## src/rtl/rob_commit_writer.sv

```systemverilog
// In-order commit buffer: allocates tagged entries, accepts out-of-order completions,
// and retires entries in allocation order as registered register-file write strobes.
module rob_commit_writer #(
  parameter int DEPTH = 8,
  parameter int TAG_W = 3
) (
  input  logic             clk,
  input  logic             reset,
  input  logic             alloc_valid,
  input  logic [4:0]       alloc_rd,
  output logic             alloc_ready,
  output logic [TAG_W-1:0] alloc_tag,
  input  logic             cpl_valid,
  input  logic [TAG_W-1:0] cpl_tag,
  input  logic [31:0]      cpl_data,
  input  logic             flush,
  output logic             Reg_write,
  output logic [4:0]       logical_address,
  output logic [31:0]      write_data,
  output logic [TAG_W:0]   count,
  output logic             empty
);

  logic             entry_valid [DEPTH];
  logic             entry_done  [DEPTH];
  logic [4:0]       entry_rd    [DEPTH];
  logic [31:0]      entry_data  [DEPTH];
  logic [TAG_W:0]   head;
  logic [TAG_W:0]   tail;
  logic [TAG_W-1:0] head_idx;
  logic [TAG_W-1:0] tail_idx;
  logic             do_alloc;
  logic             do_commit;

  // Pointers carry an extra wrap bit so full and empty differ when indices match.
  assign head_idx    = head[TAG_W-1:0];
  assign tail_idx    = tail[TAG_W-1:0];
  assign count       = tail - head;
  assign empty       = (count == '0);
  assign alloc_ready = (count < (TAG_W+1)'(DEPTH));
  assign alloc_tag   = tail_idx;
  assign do_alloc    = alloc_valid && alloc_ready;
  assign do_commit   = entry_valid[head_idx] && entry_done[head_idx];

  always_ff @(posedge clk or negedge reset) begin
    if (!reset) begin
      head            <= '0;
      tail            <= '0;
      Reg_write       <= 1'b0;
      logical_address <= '0;
      write_data      <= '0;
      for (int i = 0; i < DEPTH; i++) begin
        entry_valid[i] <= 1'b0;
        entry_done[i]  <= 1'b0;
        entry_rd[i]    <= '0;
        entry_data[i]  <= '0;
      end
    end else if (flush) begin
      head      <= '0;
      tail      <= '0;
      Reg_write <= 1'b0;
      for (int i = 0; i < DEPTH; i++) begin
        entry_valid[i] <= 1'b0;
        entry_done[i]  <= 1'b0;
      end
    end else begin
      Reg_write <= 1'b0;
      if (do_commit) begin
        Reg_write       <= (entry_rd[head_idx] != 5'd0);
        logical_address <= entry_rd[head_idx];
        write_data      <= entry_data[head_idx];
        head            <= head + 1'b1;
      end
      if (do_alloc) begin
        tail <= tail + 1'b1;
      end
      // Completion checks registered valid, so a same-cycle allocation of that tag wins.
      for (int i = 0; i < DEPTH; i++) begin
        if (do_commit && (head_idx == TAG_W'(i))) begin
          entry_valid[i] <= 1'b0;
          entry_done[i]  <= 1'b0;
        end else if (do_alloc && (tail_idx == TAG_W'(i))) begin
          entry_valid[i] <= 1'b1;
          entry_done[i]  <= 1'b0;
          entry_rd[i]    <= alloc_rd;
        end else if (cpl_valid && (cpl_tag == TAG_W'(i)) && entry_valid[i]) begin
          entry_done[i]  <= 1'b1;
          entry_data[i]  <= cpl_data;
        end
      end
    end
  end

endmodule
```

## config.mk

```make
export PLATFORM = sky130hd
export DESIGN_NAME = rob_commit_writer
export DESIGN_NICKNAME = d
export VERILOG_FILES = /design/src/rtl/rob_commit_writer.sv
export SDC_FILE = /design/constraint.sdc
export NUM_CORES = 1
export LEC_CHECK = 0
export CAP_MARGIN = 20
export CORE_UTILIZATION = 38
export CTS_BUF_LIST = sky130_fd_sc_hd__clkbuf_4 sky130_fd_sc_hd__clkbuf_8
export DETAILED_ROUTE_END_ITERATION = 8
export PLACE_DENSITY_LB_ADDON = 0.3
export SLEW_MARGIN = 40
export SYNTH_ARGS = -nofsm -noshare
export SYNTH_HDL_FRONTEND = slang
export SYNTH_SLANG_ARGS = --single-unit
```

## constraint.sdc

```tcl
create_clock -name clk -period 4.1 [get_ports clk]
set_clock_uncertainty 0.1 [all_clocks]
set_input_delay 0.82 -clock clk [delete_from_list [all_inputs] [get_ports clk]]
set_output_delay 0.82 -clock clk [all_outputs]
set_load 0.005 [all_outputs]
```

# Yosys cells after proc, flatten, opt, wreduce, memory -nomap -nowiden
# Cells that the tools add are included.
[word_totals]
output_inout_bits = 47
romBits = 0
regBits = 358
mem_bits_rw = 0
input_bits = 45
memories = 0
wordCells = 215
latchBits = 0
[op_classes]
reduce_logical = 74
muxes = 60
mul = 0
n_lt_le_gt_ge = 2
bitwise = 18
n_addsub = 3
n_eq_ne = 21
shift = 0
div_mod_pow = 0
[ops]
columns = ["op", "n"]
rows = [
  ["$bmux 32 s3", 1],
  ["$mux 32", 2],
  ["$mux 1", 46],
  ["$eq 3x3->1 const B", 12],
  ["$logic_and 1x1->1", 34],
  ["$reduce_and 4->1", 8],
  ["$reduce_bool 4->1", 8],
  ["$reduce_and 3->1", 8],
  ["$reduce_bool 3->1", 8],
  ["$eq 3x2->1 const B", 6],
  ["$not 1->1", 17],
  ["$mux 4", 4],
  ["$mux 8", 2],
  ["$bmux 5 s3", 1],
  ["$mux 5", 2],
  ["$eq 3x1->1 const B", 3],
  ["$logic_not 3->1", 3],
  ["$add 4x1->4 const B", 2],
  ["$bmux 1 s3", 2],
  ["$reduce_bool 5->1", 1],
  ["$ge 4x4->1 const B", 1],
  ["$logic_not 4->1", 1],
  ["$lt 4x4->1 const B", 1],
  ["$not 3->4", 1],
  ["other kinds (3)", 4],
]

# Logic depth before layout (Yosys ltp)
[logic_depth]
word_depth = 8
ltp_mapped = 12
depth_no_buf = 7

# Worst setup path after synthesis
# No wires, ideal clock.
[synth_timing]
path_type = "register to register"
start = "register head[2]"
end = "register entry_data[128] (netlist bit)"
arrival_time_ns = 3.402
setup_time_ns = 0.127
path_stages_with_launch = 13
setup_slack_ns = 0.471
required_ns = 3.873
synth_period_minus_slack_ns = 3.629
cell_sequence = "dfrtp_1 -> clkbuf_1 -> inv_1 -> clkbuf_1 -> clkbuf_1 -> ha_1 -> a21oi_1 -> a211o_1 -> clkbuf_1 -> a21boi_0 -> a2111oi_4 -> buf_6 -> mux2_1"
[synth_between]
elab_chain_len = 8
elab_cells_between_ends = 17
cone_classes = "1 x add/sub; 1 x order compare; 1 x eq/ne; 6 x mux; 3 x bitwise; 5 x reduce/logical"
[synth_rtl]
columns = ["element", "line", "source"]
rows = [
  ["start: declaration", "28", "logic [TAG_W:0] head;"],
  ["start signal: assignment", "72", "head <= head + 1'b1;"],
  ["parallel branches: the longest is 7 deep, another holds $sub 4x4->4", "-", ""],
  ["$reduce_and 4->1 (no source line) *", "-", ""],
  ["end signal: indexed assignment", "88", "entry_data[i] <= cpl_data;"],
  ["end: declaration", "27", "logic [31:0] entry_data [DEPTH];"],
]
# Every way passes the cells marked *. The select of a mux whose other input is x is not followed.
# A chain may end at the register's enable or synchronous reset.

# Final worst setup path
[layout_timing]
start = "register head[1]"
end = "output port empty"
[layout_between]
elab_chain_len = 2
[layout_rtl]
columns = ["element", "line", "source"]
rows = [
  ["$sub 4x4->4", "38", "assign count = tail - head;"],
  ["$logic_not 4->1", "39", "assign empty = (count == '0);"],
  ["end: declaration", "21", "output logic empty"],
]
# No other way between the ends.

==> results list <==
* Average detailed-routed wire length per instance: 21.06 µm
- The worst register-to-register path begins at head[1]$_DFFE_PN0P_.
- Post-CTS repair timing setup buffer count: 0
* # DRC: 0
* Worst max-slew margin expressed relative to the limit: 48.17%
* Ratio of cells with drive above 1 in the final layout: approximately 38%
- The count of final hold-check violations came to 0.
* Number of antenna violations at the first check in global routing: 2
* Via-per-instance ratio: between 5 and 6
* Area of the multi-input gates: 6859 µm²
* Warnings, synthesis: 0
* Die Width: 208.3 µm
* DPL Wire Length: 21.85 mm
- Setup repair after global routing left no endpoint under its margin.
- Total of fill cells in the finished design: around 3700
- Part of the Yosys area used for sequential elements: between 50% and 60%
- After synthesis, the mean cell area works out to between 10 and 15 µm².
* Maximum number of pins on one net before global-route repair: 85
- Die footprint: 43380 µm²
- Max Freq: 259.2 MHz
* Critical path, cell by cell: inv_2 > ha_1 > nand3b_1 > nand2_1 > xnor2_2 > nor4_1 > clkdlybuf4s50_1
- Leading cell type in the layout, fill and taps excluded: sky130_fd_sc_hd__dfrtp_1
- The number of global-route vias before repair is 10160.
- The cell sitting at the root of the clock tree is a sky130_fd_sc_hd__clkbuf_8.
- Global placer's final weighted congestion: 0.8328
- Post-cts hold buffer count: 0
- The max-slew violation count came to 0.
* Num Clock Sinks: 358
- Syn Nets: 1158
* Final critical-path required period: 3858 ps
- Commonest cells after routing, fill and taps aside: sky130_fd_sc_hd__dfrtp_1, sky130_fd_sc_hd__mux2_2, sky130_fd_sc_hd__clkdlybuf4s50_1
* Cell leakage power: ~8.7 nW
* Remaining number of nets flagged by the antenna check after routing: 0
* Setup TNS Final: 0 ps
- Maximum vdd ir drop: 229.1 µV
- Compared with the post-synthesis result, the final layout area differs by 18.16%.
- The H-tree was split into 2 levels.
- The tool flagged a number of max-cap violations equal to 0.
- Across all hold checks on the routed design, the worst slack comes to 39.83 ps.
- CP Capture Type: primary output
- The worst setup path is of the flop to primary output kind.
- Global-route usage over all layers: between 15 and 20%
* Post-synth EDFFs: 0
- Crit start category: flop
* CTS Buffer Depth: 3
* CTS tree: built
* Setup violators final: 0
* First-pass detailed-route iteration total: 4
* Io pins: 92
- Summing all flip-flop and latch instances after layout gives about 9000 µm².
- Flop2flop setup slack: 650 ps
- On the worst path, the slowest cell contributes a delay of 560 ps.
- After clock tree synthesis, the clock-pin slew on the worst setup and hold paths is 60 ps.
* Number of buffers added by the clock tree synthesis step: just under 60
* Cells after synthesis: 1097
- Crit path DAT: 2940 ps
- The region available for standard cell placement spans 41950 µm².
- Along the worst path, the maximum fanout reaches 8.
- The flow ran to the end, and the final reports show no timing, DRC or antenna violations.
- Path depth of the worst reg2reg path: 8
* Ratio of final minimum period to clock period: 94.10%
* End of the worst register-to-register path: entry_data[103]$_DFFE_PN0P_
- In this run the worst hold path is classified as input port to asynchronous set/reset pin.
- Die Ht: ~210 µm
- Std cell rows: 75
- Clock latency at the later pin of the worst-skew pair: 640 ps
* Flops & latches, synth: 358
* I/O Buffers: 91
- Post-synthesis async set-or-reset flop share: 100.0%
* Post-synthesis instance area: 16170 µm²
* Most frequently used flop master after synthesis: sky130_fd_sc_hd__dfrtp_1
* Power Dens Cells: 431.0 nW/µm²
- The detailed router finished its first iteration with 522 violations.
- Critical-path top delay cell: sky130_fd_sc_hd__dfrtp_4
- Routed Wire Length: 37.67 mm
- Yosys cell types: 38
- The first global-routing pass estimated roughly 60 mm of wire.
* Data required, critical path: roughly 3200 ps
* Initial Utilization: 38.55%
- Residual overflow from global routing: 0
- At the end of the flow, the number of nets in the layout was between 1000 and 1500.
* Worst Max-Slew Pin Slew: 777.5 ps
* Via count: 9615
- Count of instances resized after the clock tree is built: 1
[metal layers]
| metal | GRT usage, % | vias up | part of all wire, % |
|---|---|---|---|
| met1 | 24.47 | 5086 | 45 |
| li1 | - | 4276 | - |
| met3 | 3.864 | 68 | 4.3 |
| met2 | 29.59 | 183 | 48 |
| met5 | 0 | - | 0.024 |
| met4 | 4.802 | 2 | 2.0 |
[registers in the layout (all words and copies together) (netlist names), 4 cells and up]
| register | flops |
|---|---|
| entry_rd | 40 |
| head | 4 |
| entry_done | 8 |
| write_data | 32 |
| entry_valid | 8 |
| logical_address | 5 |
| entry_data | 256 |
| tail | 4 |
[final cells by class]
class	instances	area share, %
antenna	1	0.01310
sequential	358	46.94
timing repair buffer	116	6.228
clock buffer	97	6.595
inverter	12	0.2489
tap	539	3.530
multi-input combinational	657	35.90
clock inverter	9	0.5501
[per-stage QoR]
stage / total power [mW] / setup WS [ps] / util [%] / cell area, µm² / instances
floorplan: 4.410 / 470.9 / - / 16170 / 1097
global placement: 4.772 / 562.1 / 42.24 / 17720 / 1682
detailed placement: 4.797 / 454.2 / 42.27 / 17730 / 1682
CTS: 8.359 / 173.5 / 45.54 / 19100 / 1788
global route: 8.627 / 72.34 / 45.54 / 19100 / 1788
finish: 8.234 / 242.1 / 45.55 / 19110 / 1789
[cells in the mapped netlist, types with 7 or more instances]
library cell | count | area, µm²
sky130_fd_sc_hd__a21oi_1 | 46 | 230.2
sky130_fd_sc_hd__a31oi_1 | 44 | 275.3
sky130_fd_sc_hd__and2_1 | 10 | 62.56
sky130_fd_sc_hd__buf_1 | 8 | 30.03
sky130_fd_sc_hd__buf_2 | 23 | 115.1
sky130_fd_sc_hd__clkbuf_1 | 29 | 108.9
sky130_fd_sc_hd__dfrtp_1 | 358 | 8959
sky130_fd_sc_hd__ha_1 | 15 | 187.7
sky130_fd_sc_hd__inv_1 | 9 | 33.78
sky130_fd_sc_hd__mux2_1 | 51 | 574.3
sky130_fd_sc_hd__mux2_2 | 250 | 2815
sky130_fd_sc_hd__mux2i_1 | 10 | 100.1
sky130_fd_sc_hd__mux4_2 | 72 | 1622
sky130_fd_sc_hd__nand2_1 | 81 | 304.0
sky130_fd_sc_hd__nand3_1 | 9 | 45.04
sky130_fd_sc_hd__nor2_1 | 15 | 56.30
sky130_fd_sc_hd__nor3b_1 | 7 | 52.55
sky130_fd_sc_hd__o21a_1 | 7 | 52.55
[worst max-delay path, delay by kind of cell (launching register included)]
family                   cells  cell delay, ps
XOR/XNOR                     1             230
adder cells (fa/ha/maj)      1             280
buffers and inverters        2             770
flip-flops                   1             560
AND/OR/NAND/NOR              3             480
[where the power goes]
group	switching (mW)	internal (mW)	total [mW]
combinational	0.343	0.452	0.795
clock	1.45	2.06	3.51
sequential	0.136	3.79	3.93
[how the worst max path moves through the flow]
stage	startpoint	endpoint	slack, ps	cells past startpoint
floorplan	head[2]$_DFFE_PN0P_	entry_data[128]$_DFFE_PN0P_	470	12
global placement	cpl_valid	entry_data[102]$_DFFE_PN0P_	560	6
detailed placement	alloc_valid	entry_data[106]$_DFFE_PN0P_	450	7
CTS	head[1]$_DFFE_PN0P_	empty	170	7
global route	head[1]$_DFFE_PN0P_	empty	70	7
finish	head[1]$_DFFE_PN0P_	empty	240	7
[kinds of logic after synthesis]
| family | share of synthesized area (%) |
|---|---|
| compound gates | 4.643 |
| xor+xnor | 0.3792 |
| fa+ha+maj | 1.285 |
| buf+inv | 2.468 |
| flops | 55.41 |
| mux | 31.70 |
| simple gates | 4.117 |
No activity file was read; power rests on OpenSTA's default activity.
